## src/rtl/prbs11_slos_gen.sv

```systemverilog
// Transmit-side SLOS1/SLOS2 generator: serializes 2048-bit PRBS11 frames, one bit per clk,
// under a start/stop/done burst handshake from the lane training FSM.
module prbs11_slos_gen #(
  parameter logic [10:0] SEED  = 11'h400,
  parameter int          CNT_W = 16
) (
  input  logic             clk,
  input  logic             reset,
  input  logic             enable,
  input  logic             start,
  input  logic             stop,
  input  logic             slos_sel,
  input  logic [CNT_W-1:0] slos_count,
  output logic             data_out,
  output logic             tx_valid,
  output logic             slos_sent,
  output logic             busy,
  output logic             done,
  output logic [1:0]       state_dbg
);

  typedef enum logic [1:0] {
    IDLE = 2'd0,
    SEND = 2'd1,
    DONE = 2'd2
  } state_t;

  state_t           state;
  logic [10:0]      lfsr;
  logic [10:0]      bit_cnt;
  logic             inv;
  logic             stop_pend;
  logic [CNT_W-1:0] count_q;
  logic [CNT_W-1:0] frames;
  logic             last_bit;
  logic             finish;

  // bit_cnt is the index of the bit currently on data_out; lfsr holds the state for the next bit.
  assign last_bit  = (bit_cnt == 11'd2047);
  assign finish    = (count_q != '0) ? (frames == count_q) : (stop_pend | stop);
  assign state_dbg = state;

  always_ff @(posedge clk or negedge reset) begin
    if (!reset) begin
      state     <= IDLE;
      lfsr      <= SEED;
      bit_cnt   <= '0;
      inv       <= 1'b0;
      stop_pend <= 1'b0;
      count_q   <= '0;
      frames    <= '0;
      data_out  <= 1'b0;
      tx_valid  <= 1'b0;
      slos_sent <= 1'b0;
      busy      <= 1'b0;
      done      <= 1'b0;
    end else if (!enable) begin
      state     <= IDLE;
      lfsr      <= SEED;
      bit_cnt   <= '0;
      stop_pend <= 1'b0;
      frames    <= '0;
      data_out  <= 1'b0;
      tx_valid  <= 1'b0;
      slos_sent <= 1'b0;
      busy      <= 1'b0;
      done      <= 1'b0;
    end else begin
      case (state)
        IDLE: begin
          data_out  <= 1'b0;
          tx_valid  <= 1'b0;
          slos_sent <= 1'b0;
          busy      <= 1'b0;
          done      <= 1'b0;
          if (start) begin
            state     <= SEND;
            count_q   <= slos_count;
            inv       <= slos_sel;
            stop_pend <= 1'b0;
            frames    <= '0;
            bit_cnt   <= '0;
            lfsr      <= SEED;
            data_out  <= SEED[0] ^ slos_sel;
            tx_valid  <= 1'b1;
            busy      <= 1'b1;
          end
        end

        SEND: begin
          if (count_q == '0 && stop) stop_pend <= 1'b1;
          if (last_bit) begin
            slos_sent <= 1'b0;
            if (finish) begin
              state    <= DONE;
              data_out <= 1'b0;
              tx_valid <= 1'b0;
              busy     <= 1'b0;
              done     <= 1'b1;
            end else begin
              // Back-to-back frame: bit 0 restarts from SEED with a freshly sampled polarity.
              bit_cnt  <= '0;
              inv      <= slos_sel;
              lfsr     <= SEED;
              data_out <= SEED[0] ^ slos_sel;
            end
          end else begin
            bit_cnt   <= bit_cnt + 11'd1;
            data_out  <= lfsr[0] ^ inv;
            lfsr      <= {lfsr[9:0], lfsr[10] ^ lfsr[8]};
            slos_sent <= (bit_cnt == 11'd2046);
            if (bit_cnt == 11'd2046 && frames != '1)
              frames <= frames + {{(CNT_W-1){1'b0}}, 1'b1};
          end
        end

        DONE: begin
          state     <= IDLE;
          data_out  <= 1'b0;
          tx_valid  <= 1'b0;
          slos_sent <= 1'b0;
          busy      <= 1'b0;
          done      <= 1'b0;
        end

        default: begin
          state    <= IDLE;
          data_out <= 1'b0;
          tx_valid <= 1'b0;
          busy     <= 1'b0;
          done     <= 1'b0;
        end
      endcase
    end
  end

endmodule

```

## config.mk

```make
export PLATFORM = sky130hd
export DESIGN_NAME = prbs11_slos_gen
export DESIGN_NICKNAME = d
export VERILOG_FILES = /design/src/rtl/prbs11_slos_gen.sv
export SDC_FILE = /design/constraint.sdc
export NUM_CORES = 1
export LEC_CHECK = 0
export BUFFER_PORTS_ARGS = -buffer_cell sky130_fd_sc_hd__clkbuf_2
export CAP_MARGIN = 40
export CORE_UTILIZATION = 35
export CTS_CLUSTER_SIZE = 40
export DETAILED_ROUTE_END_ITERATION = 10
export GPL_TIMING_DRIVEN = 0
export PLACE_DENSITY = 0.6
export SLEW_MARGIN = 5
export SYNTH_ARGS = -nofsm -noshare
export SYNTH_HDL_FRONTEND = slang
export SYNTH_SLANG_ARGS = --single-unit
```

## constraint.sdc

```tcl
create_clock -name clk -period 2 [get_ports clk]
set_clock_uncertainty 0.05 [all_clocks]
set_input_delay 0.4 -clock clk [delete_from_list [all_inputs] [get_ports clk]]
set_output_delay 0.4 -clock clk [all_outputs]
set_load 0.01 [all_outputs]
```

* After elaboration in Yosys (flattened, before gate mapping) *
Cells that the tools add are included.

cells by class
  equal/unequal tests = 18
  reductions and logical operators = 14
  bitwise operators = 3
  add/subtract/negate cells = 2
  muxes and demuxes = 46

operators with widths
  cell                   count
  $mux 11                8
  $mux 16                4
  $pmux 11 s2            2
  $pmux 16 s2            1
  $eq 11x11->1 const B   2
  $mux 1                 21
  $ne 3x3->1 const B     6
  $add 16x1->16 const B  1
  $eq 16x16->1           1
  $logic_not 16->1       1
  $ne 16x16->1 const B   1
  $reduce_bool 16->1     1
  $reduce_and 3->1       4
  $add 11x1->11 const B  1
  $pmux 1 s2             5
  $mux 2                 4
  $ne 2x2->1 const B     3
  $reduce_and 5->1       1
  $ne 4x4->1 const B     1
  $pmux 2 s2             1
  $reduce_and 4->1       1
  $ne 3x1->1 const B     1
  $ne 3x2->1 const B     1
  $eq 2x1->1 const B     1
  8 further kinds        10

word-level totals
  output and inout bits = 7
  word-level logic and storage cells = 94
  bits in registers = 62

* Logic depth before layout (Yosys ltp) *
Gate-level depths: netlist of the first run.

  word-level depth = 6
  depth in mapped cells = 8
  mapped depth without buffers = 7

* Least setup slack after synthesis of the first run *
OpenSTA, ideal clock, no wires.

  path kind = reg-to-reg
  start = register bit_cnt[1]
  end = register frames[10]
  arrival time = 1869 ps
  clock period less this slack = 1997 ps
  cell stages (with the launch flop) = 8
  path slack = 3 ps
  path buffers = 1
  data required time = 1872 ps
  cell sequence = dfrtp_1 ha_1 clkbuf_1 nor2b_1 and4_4 nand3_1 or4_1 a21oi_1

between the ends
  word-level cells in the longest chain between the ends = 4
  elaborated cells between the ends (all ways) = 6
  classes of those cells = eq/ne (4); reduce/logical (2)

ends and longest elaborated chain
  what                            line  source
  from (decl)                     30    logic [10:0] bit_cnt;
  from (signal assigned)          108   bit_cnt <= bit_cnt + 11'd1;
  $eq 11x11->1                    112   if (bit_cnt == 11'd2046 && frames != '1)
  $logic_and 1x1->1               112
  $ne 3x3->1 (no line)            -
  $reduce_and 4->1 (no line) (*)  -
  to (signal assigned)            113   frames <= frames + {{(CNT_W-1){1'b0}}, 1'b1};
  to (decl)                       34    logic [CNT_W-1:0] frames;

Every way passes the cells marked *; elsewhere a longest branch is shown, timed or not.
A chain may end at the register's enable or synchronous reset.

* Worst setup path in the final report of the first run *
  start = register bit_cnt[3]
  end = register lfsr[8]

between the ends
  word-level cells in the longest chain between the ends = 4
  elaborated cells between the ends (all ways) = 6
  classes of those cells = eq/ne (2); mux (3); reduce/logical (1)

ends and longest elaborated chain
  what                  line  source
  $eq 11x11->1 (*)      39    assign last_bit = (bit_cnt == 11'd2047);
  $mux 11               92    if (last_bit) begin
  $pmux 11 s2           69    case (state)
  $mux 11               57    end else if (!enable) begin
  to (signal assigned)  110   lfsr <= {lfsr[9:0], lfsr[10] ^ lfsr[8]};
  to (decl)             29    logic [10:0] lfsr;

Marked as above.

==> results of run 1 <==
[where the power goes]
group	total [mW]	internal, mW	switching [mW]
Combinational	0.404	0.177	0.226
Clock	1.23	0.731	0.503
Sequential	1.44	1.34	0.106
Total	3.08	2.24	0.836
[worst min path at each step]
stage                     cells past startpoint  slack [ns]      startpoint           to
after floorplan                               0        0.05           reset   bit_cnt[0]
after global placement                        2        0.44       stop_pend    stop_pend
after detailed placement                      1        0.28           reset  count_q[12]
after CTS                                     3        0.19   slos_count[9]   count_q[9]
after global routing                          3        0.19   slos_count[6]   count_q[6]
final                                         3        0.20  slos_count[15]  count_q[15]
[repair_timing]
| action | CTS | global route |
|---|---|---|
| hold buffers | 1 | 0 |
| cloned | 0 | 1 |
| resized for setup | 19 | 44 |
| hold endpoints to repair | 18 | 0 |
| pin swaps | 8 | 14 |
| setup endpoints to repair | 51 | 46 |
| buffers inserted | 15 | 11 |
[cells by family after synthesis]
logic type      count (synthesis)
compound gates                 72
xor+xnor                       22
fa+ha+maj                       3
buf+inv                        18
flops                          62
simple gates                  158
[critical path: stages, from the launching register on]
cell and delay (ns):
dfrtp_1 0.44, and4_1 0.25, buf_6 0.13, nand4_1 0.17, o41a_1 0.53, o21ai_4 0.13, buf_6 0.16, a22o_1 0.13
[cells in the mapped netlist (2+ instances only)]
master and number:
nand2_1 75, dfrtp_1 61, xor2_1 19, a22o_1 18
nor2_1 17, nand3_1 15, a21oi_1 11, and4_1 9
clkbuf_1 9, nand4_1 8, nor4_1 7, o21ai_0 6
a31oi_1 5, buf_2 4, nor4_2 4, o21a_1 4
or3_1 4, a41oi_1 3, and2_1 3, ha_1 3
nor3_1 3, nor3b_1 3, o31ai_1 3, or4_1 3
xnor2_1 3, a211o_1 2, buf_4 2, inv_1 2
nor2b_1 2, o211ai_1 2, o21ai_2 2, o221ai_1 2
o22a_1 2
[area by class of cell]
cell class | instances | share of cell area, %
plain buffers | 12 | 2.00
clock buffers | 10 | 3.28
clock inverters | 6 | 2.03
inverters | 2 | 0.179
multi-input cells | 255 | 42.7
flip-flops and latches | 62 | 37.2
well taps | 108 | 3.22
repair buffers | 56 | 9.37
[per-layer routing]
metal	global-route usage (%)	vias to the layer above	part of all wire, %	routed length (um)
met5	0	-	0	0
met4	8.86	0	1.6	134
met3	2.43	13	4.9	411
met2	29.3	64	48	4050
met1	23.7	1368	45	3830
li1	-	1356	-	-
[metrics by stage]
stage | area, um^2 | TNS, ns | cells | setup slack (ns) | power (mW)
floorplan | 3230 | 0 | 335 | 0.00313 | 1.65
global placement | 3500 | -6.86 | 470 | -0.367 | 1.77
detailed placement | 3530 | -9.00 | 471 | -0.388 | 1.79
CTS | 3950 | -0.000279 | 500 | -0.000279 | 3.06
global route | 4190 | -3.39 | 511 | -0.181 | 3.20
finish | 4190 | -0.556 | 511 | -0.0549 | 3.08
[placed cells by master (no fill, tap or decap), drive strengths merged, types with 3 or more instances in the layout]
cell type / instances
nand2: 75
dfrtp: 61
clkbuf: 44
buf: 33
xor2: 19
a22o: 18
nor2: 17
nand3: 15
a21oi: 11
nor4: 11
and4: 10
o21ai: 9
nand4: 8
a31oi: 5
or3: 4
o21a: 4
a41oi: 4
xnor2: 3
o31ai: 3
nor3: 3
and2: 3
o211ai: 3
or4: 3
nor3b: 3
ha: 3
[flip-flops by register name, summed over array words and instances (netlist names)]
register / count
state_dbg: 2
inv: 1
data_out: 1
done: 1
slos_sent: 1
frames: 16
count_q: 16
lfsr: 11
busy: 1
stop_pend: 1
bit_cnt: 11
==> results.json, run 1 <==
{
  "total_leakage_power_nw": 1.91,
  "area_delta_synth_final_pct": 29.8,
  "grt_max_degree": 44,
  "gp_congestion": 0.827,
  "clock_latency_ns": 0.34,
  "n_antenna_cell": 0,
  "track_usage_pct": 18.0,
  "core_um2": 8810,
  "yosys.area.top_type": "dfrtp_1",
  "clock.fmax_mhz": 487,
  "die-width_um": 98.1,
  "rsz0062_at_grt": "true",
  "p_per_area_nw_per_um2": 735,
  "synth_top_area_share_pct": 47.3,
  "async_flop_share_pct": 100,
  "ys_types": 52,
  "r2r_slack_ns": -0.05,
  "cts.sinks": 62,
  "endpoint_kind": "flop",
  "timing.hold.ws_ns": 0.197,
  "synth-xor-area-share_pct": 5.97,
  "synthAdderAreaFrac_pct": 1.16,
  "r2r_cells": 7,
  "io_buffers": 27,
  "dieArea_um2": 9610,
  "h-tree-depth": 3,
  "cap_violations": 0,
  "violations": "design-rule violations, negative setup slack",
  "first_iter_violations": 202,
  "fin_crit_ns": 2.05,
  "synth-edff-count": 0,
  "fillers": 814,
  "crit_path_start_kind": "flop",
  "ios": 29,
  "wl_per_cell_um": 16.5,
  "holdCritPathClass": "in2reg",
  "fin_util_pct": 47.6,
  "drive_gt1_share_pct": 31.0,
  "yosysSeqAreaShare_pct": 48.1,
  "netlist_top_cells_area": "dfrtp_1, nand2_1, xor2_1",
  "status": "finished with violations",
  "worstMarginPinSlew_ns": 0.497,
  "slew_violations": 0,
  "fin_nets": 423,
  "dp_hpwl_um": 5640,
  "synth_flop_cell": "dfrtp_1",
  "seqCellArea_um2": 1560,
  "synth-simple-area-share_pct": 24.8,
  "r2r-start": "bit_cnt[3]",
  "antenna_found_initial": 0,
  "vias_per_cell": 5.48,
  "start_util_pct": 36.7,
  "synth_top_family_by_area": "simple AND/OR/NAND/NOR gates",
  "routed_wirelength_um": 8430,
  "peakVddDrop_v": 0.000613,
  "cp_max_fo": 7,
  "cts_buffer_depth": 2,
  "grt_pass1_vias": 2789,
  "syn_area_per_cell_um2": 9.64,
  "drtAntennaViolNets": 0,
  "period_share_pct": 103,
  "synth_compound_area_share_pct": 17.3,
  "grt_pass1_wl_um": 13700,
  "ys_warn_count": 0,
  "critPathKind": "reg2reg",
  "worstPathArrival_ns": 2.28,
  "worst_slack_ns": -0.0549,
  "crit_path_end": "lfsr[8]",
  "synth-seq-cells": 62,
  "drc": 1,
  "netlist_instances": 335,
  "synthMuxAreaShare_pct": 0,
  "rows": 34,
  "die_h_um": 98.1,
  "cts_buffers": 9,
  "setup_viol": 16,
  "grt.overflow.total": 0,
  "r2r-end": "lfsr[8]",
  "via_count": 2801,
  "synth_nets": 360,
  "multi_input_area_um2": 1790,
  "path_clk_slew_ns": 0.07,
  "syn_area_um2": 3230,
  "detail_route.first_pass.iterations": 7,
  "startpoint": "bit_cnt[3]",
  "cts_tree": "done",
  "hold_viol_final": 0,
  "clockRootBuffer": "clkbuf_8",
  "cp.required_ns": 2.22,
  "slew_headroom_pct": 66.8
}
(Power assumes the default switching activity.)
==> run 2: changes to the inputs <==
--- a/config.mk
+++ b/config.mk
@@ -5,13 +5,15 @@
 export SDC_FILE = /design/constraint.sdc
 export NUM_CORES = 1
 export LEC_CHECK = 0
+export ABC_AREA = 1
 export BUFFER_PORTS_ARGS = -buffer_cell sky130_fd_sc_hd__clkbuf_2
 export CAP_MARGIN = 40
 export CORE_UTILIZATION = 35
 export CTS_CLUSTER_SIZE = 40
 export DETAILED_ROUTE_END_ITERATION = 10
 export GPL_TIMING_DRIVEN = 0
-export PLACE_DENSITY = 0.6
+export PLACE_DENSITY = 0.59
+export SKIP_CTS_REPAIR_TIMING = 1
 export SLEW_MARGIN = 5
 export SYNTH_ARGS = -nofsm -noshare
 export SYNTH_HDL_FRONTEND = slang
==> run 2 against run 1 <==
  * The run now ends clean
  * Highest routed layer unchanged
  * Area after synthesis grew 10%
  * Combinational power increased by 73%
  * Critical endpoint is now frames[12]
  * Total power up 4.6%
  * Sequential cell count did not move
==> results.json, run 2 <==
{
  "status": "completed",
  "holdCritPathClass": "in2reg",
  "critPathSlowestCell": "dfrtp_1",
  "netlist_top_cells_area": "dfrtp_1, nand2_1, inv_1",
  "yosysMostFrequentCell": "nand2_1",
  "netlist_instances": 495,
  "async_flop_share_pct": 100,
  "detail_route.first_pass.iterations": 5,
  "yosys.area.top_type": "dfrtp_1",
  "clockRootBuffer": "clkbuf_8",
  "final_cell_mix": "nand2_1, inv_1, dfrtp_1",
  "worstMarginPinSlew_ns": 0.586,
  "p_per_area_nw_per_um2": 781,
  "h-tree-depth": 3,
  "fillers": 1047,
  "hold_viol_final": 0,
  "ios": 29,
  "synth_top_area_share_pct": 43.0,
  "cts_tree": "done",
  "io_buffers": 28,
  "post-place-ws_ns": 0.0229,
  "final_common_cell": "nand2_1",
  "dieArea_um2": 10600,
  "timing.hold.ws_ns": 0.243,
  "ys_types": 37,
  "worst_path_most_repeated_cell": "nand3_1",
  "peakVddDrop_v": 0.000313,
  "drtAntennaViolNets": 0,
  "track_usage_pct": 18.3,
  "gp_congestion": 0.851,
  "largest_registers": "count_q x16, frames x16",
  "cp_max_fo": 10,
  "fin_nets": 563,
  "n_antenna_cell": 0,
  "critPathKind": "reg2reg",
  "vias_per_cell": 4.84,
  "antenna_found_initial": 0,
  "path_clk_slew_ns": 0.07,
  "grt_pass1_wl_um": 14500,
  "cp_top_family": "simple AND/OR/NAND/NOR gates",
  "ys_top_cells_by_count": "nand2_1, dfrtp_1, inv_1",
  "routed_wirelength_um": 8920,
  "syn_area_um2": 3550,
  "area_delta_synth_final_pct": 16.2,
  "clock.fmax_mhz": 531,
  "endpoint_kind": "flop",
  "cap_violations": 0,
  "grt_max_degree": 33,
  "cp.required_ns": 2.18,
  "fin_crit_ns": 1.88,
  "first_iter_violations": 203,
  "wl_per_cell_um": 13.2,
  "dp_hpwl_um": 6720,
  "start_util_pct": 36.2,
  "drive_gt1_share_pct": 15.8,
  "drc": 0,
  "clock_latency_ns": 0.35,
  "die_h_um": 103,
  "total_leakage_power_nw": 2.08,
  "synth_flop_cell": "dfrtp_1",
  "cts_buffers": 9,
  "path_buf_inv": 1,
  "slew_violations": 0,
  "period_share_pct": 94.2,
  "dpl.cell_count": 657,
  "ys_warn_count": 0,
  "rows": 36,
  "crit_path_start_kind": "flop",
  "die-width_um": 103,
  "grt_pass1_vias": 3026,
  "grt.overflow.total": 0,
  "cts_buffer_depth": 2,
  "syn_area_per_cell_um2": 7.17,
  "via_count": 3274,
  "yosysSeqAreaShare_pct": 43.7,
  "core_um2": 9820,
  "critPathMaxStageDelay_ns": 0.41,
  "layout.cells.non_filler": 676,
  "cts.sinks": 62,
  "path_cells": "ha_2 -> nand3_1 -> nor3_2 -> nand4_1 -> nand4_2 -> nand2_2 -> buf_2 -> nand3_1 -> o21ai_1",
  "setup_viol": 0,
  "synth_nets": 520,
  "synth-edff-count": 0,
  "synth-seq-cells": 62,
  "worstPathArrival_ns": 2.07,
  "worst_slack_ns": 0.115,
  "slew_headroom_pct": 60.9
}
## run 2: metal layers
layer / vias up / wire length [um] / GRT usage, %
met5: - / 0 / 0
met4: 0 / 116 / 7.25
met3: 10 / 464 / 3.80
met2: 65 / 3930 / 27.6
met1: 1541 / 4410 / 25.6
li1: 1658 / - / -
## run 2: worst paths after layout
check                                   end      startpoint  cells past startpoint  slack (ns)
worst max-delay path             frames[12]       frames[0]                      9        0.12
worst min-delay path            count_q[14]  slos_count[14]                      3        0.24
worst max register to register   frames[12]       frames[0]                      9        0.12
worst min register to register     lfsr[10]        lfsr[10]                      2        0.42
max in group asynchronous         frames[5]           reset                      3        0.85
min in group asynchronous       count_q[11]           reset                      2        0.51
## run 2: per-stage QoR
stage	utilization (%)	power, mW	setup TNS (ns)	cell area [um^2]
global route	42.0	3.42	-0.0165	4130
CTS	41.4	3.24	-0.00581	4070
floorplan	-	1.96	0	3550
global placement	39.3	2.18	0	3860
detailed placement	39.5	2.19	0	3880
finish	42.0	3.22	0	4130
## run 2: logic make-up (layout without fill, tap and decap cells)
| family | after synthesis | after routing | synth area share [%] |
|---|---|---|---|
| simple gates | 295 | 295 | 35.9 |
| fa+ha+maj | 3 | 3 | 1.06 |
| buf+inv | 78 | 126 | 9.06 |
| flops | 62 | 62 | 43.7 |
| xor+xnor | 11 | 11 | 2.71 |
| compound gates | 46 | 46 | 7.54 |
## run 2: report_power, final
part | leakage [nW] | internal [mW] | total, mW | switching (mW)
logic | 1.18 | 0.229 | 0.700 | 0.471
clock network | 0.102 | 0.542 | 1.03 | 0.490
registers | 0.802 | 1.40 | 1.49 | 0.0911
total | 2.08 | 2.17 | 3.22 | 1.05
## run 2: layout make-up
cell class                      count  area [um^2]  area share (%)
Sequential cell                    62         1550            37.7
Timing Repair Buffer               32          188            4.55
Inverter                           65          244            5.91
Tap cell                          133          166            4.03
Buffer                             13         78.8            1.91
Clock inverter                      4         20.0           0.485
Clock buffer                       12          165            4.00
Multi-Input combinational cell    355         1710            41.4
## run 2: tightest hold or removal path, stage by stage
cell      delay (ns)
clkbuf_2        0.08
nor2_1          0.08
a21oi_1         0.04
==> run 3: changes to the inputs <==
--- a/config.mk
+++ b/config.mk
@@ -6,7 +6,7 @@
 export NUM_CORES = 1
 export LEC_CHECK = 0
 export ABC_AREA = 1
-export BUFFER_PORTS_ARGS = -buffer_cell sky130_fd_sc_hd__clkbuf_2
+export BUFFER_PORTS_ARGS = -buffer_cell sky130_fd_sc_hd__buf_2
 export CAP_MARGIN = 40
 export CORE_UTILIZATION = 35
 export CTS_CLUSTER_SIZE = 40
==> run 3 against run 2 <==
  * Highest routed layer unchanged
  * Count of clock-buffer cells in the layout is 2 lower
  * Non-clock buffer count stayed put
  * Design area is 0.91% higher
  * Largest cell class unchanged
  * Register-to-register slack worse by 0.02 ns
  * Critical path depth stayed put
  * Largest power group unchanged
==> results.json, run 3 (synthesis gave the netlist of run 2 again) <==
{
  "vias_per_cell": 4.86,
  "n_antenna_cell": 0,
  "clock.fmax_mhz": 524,
  "cp_top_family": "simple AND/OR/NAND/NOR gates",
  "critPathKind": "reg2reg",
  "grt_pass1_wl_um": 14900,
  "die-width_um": 103,
  "antenna_found_initial": 0,
  "drc": 0,
  "slew_violations": 0,
  "cap_violations": 0,
  "crit_path_end": "frames[3]",
  "via_count": 3288,
  "core_um2": 9820,
  "path_buf_inv": 1,
  "ios": 29,
  "r2r_cells": 9,
  "critPathSlowestCell": "dfrtp_1",
  "peakVddDrop_v": 0.000314,
  "setup_viol": 0,
  "grt.overflow.total": 0,
  "cp.required_ns": 2.17,
  "track_usage_pct": 18.5,
  "crit_path_start_kind": "flop",
  "fin_nets": 563,
  "r2r-start": "frames[0]",
  "worst_path_most_repeated_cell": "nand3_1",
  "r2r-end": "frames[3]",
  "io_buffers": 28,
  "die_h_um": 103,
  "wl_per_cell_um": 13.4,
  "clock_latency_ns": 0.34,
  "period_share_pct": 95.3,
  "p_per_area_nw_per_um2": 852,
  "start_util_pct": 36.2,
  "cts_buffer_depth": 2,
  "holdCritPathClass": "in2async",
  "gp_congestion": 0.852,
  "detail_route.first_pass.iterations": 4,
  "slew_headroom_pct": 44.6,
  "cp_max_fo": 10,
  "dp_hpwl_um": 6520,
  "dieArea_um2": 10600,
  "first_iter_violations": 175,
  "endpoint_kind": "flop",
  "post_dp_cell_area_um2": 3860,
  "area_delta_synth_final_pct": 17.3,
  "total_leakage_power_nw": 2.09,
  "hold_viol_final": 0,
  "worstPathArrival_ns": 2.08,
  "routed_wirelength_um": 9050,
  "path_clk_slew_ns": 0.08,
  "drive_gt1_share_pct": 16.0,
  "h-tree-depth": 3,
  "fin_crit_ns": 1.91,
  "cts_tree": "done",
  "cts_buffers": 9,
  "cts.sinks": 62,
  "final_common_cell": "nand2_1",
  "grt_max_degree": 63,
  "final_cell_mix": "nand2_1, inv_1, dfrtp_1",
  "clockRootBuffer": "clkbuf_8",
  "worstMarginPinSlew_ns": 0.831,
  "cp.depth": 9,
  "rows": 36,
  "design_area_um2": 4160,
  "critPathMaxStageDelay_ns": 0.42,
  "startpoint": "frames[0]",
  "drtAntennaViolNets": 0,
  "status": "completed",
  "grt_pass1_vias": 3051,
  "largest_registers": "count_q x16, frames x16",
  "r2r_slack_ns": 0.09,
  "fin_util_pct": 42.4,
  "path_cells": "ha_2 -> nand3_1 -> nor3_2 -> nand4_1 -> nand4_2 -> nand2_2 -> buf_2 -> nand3_1 -> o21ai_1"
}
## run 3: power by group
| part | internal, mW | switching, mW | total [mW] | leakage, nW |
|---|---|---|---|---|
| Clock | 0.826 | 0.516 | 1.34 | 0.112 |
| Combinational | 0.236 | 0.481 | 0.717 | 1.18 |
| Sequential | 1.40 | 0.0901 | 1.49 | 0.798 |
| Total | 2.46 | 1.09 | 3.55 | 2.09 |
## run 3: cell type report
type | instances | area [um^2]
Clock buffer | 10 | 128
Clock inverter | 6 | 110
Timing Repair Buffer | 32 | 173
Tap cell | 133 | 166
Multi-Input combinational cell | 355 | 1710
Buffer | 13 | 78.8
Fill cell | 1073 | 5660
Inverter | 65 | 244
Sequential cell | 62 | 1560
## run 3: per-stage QoR
step | cells | total power, mW | setup TNS, ns | hold slack (ns) | setup WS, ns
after detailed placement | 656 | 2.19 | -0.000916 | 0.409 | -0.000916
after CTS | 672 | 3.53 | -0.0230 | 0.124 | -0.0230
final | 676 | 3.55 | 0 | 0.0960 | 0.0933
after floorplan | 495 | 1.96 | 0 | 0.0544 | 0.391
after global placement | 656 | 2.18 | 0 | 0.400 | 0.0262
after global routing | 676 | 3.75 | -0.136 | 0.156 | -0.0365
## run 3: how the worst min path moves through the flow
stage	end	slack, ns	cells past startpoint
after floorplan	bit_cnt[0]	0.05	0
after global placement	lfsr[9]	0.40	2
after detailed placement	lfsr[4]	0.41	2
after CTS	count_q[11]	0.12	1
after global routing	count_q[10]	0.16	1
final	count_q[11]	0.1	1
## run 3: per-layer routing
metal | up-vias | wire length [um] | track usage [%]
li1 | 1665 | - | -
met1 | 1539 | 4640 | 26.9
met2 | 71 | 3910 | 27.8
met3 | 13 | 343 | 2.92
met4 | 0 | 155 | 6.81
met5 | - | 0 | 0
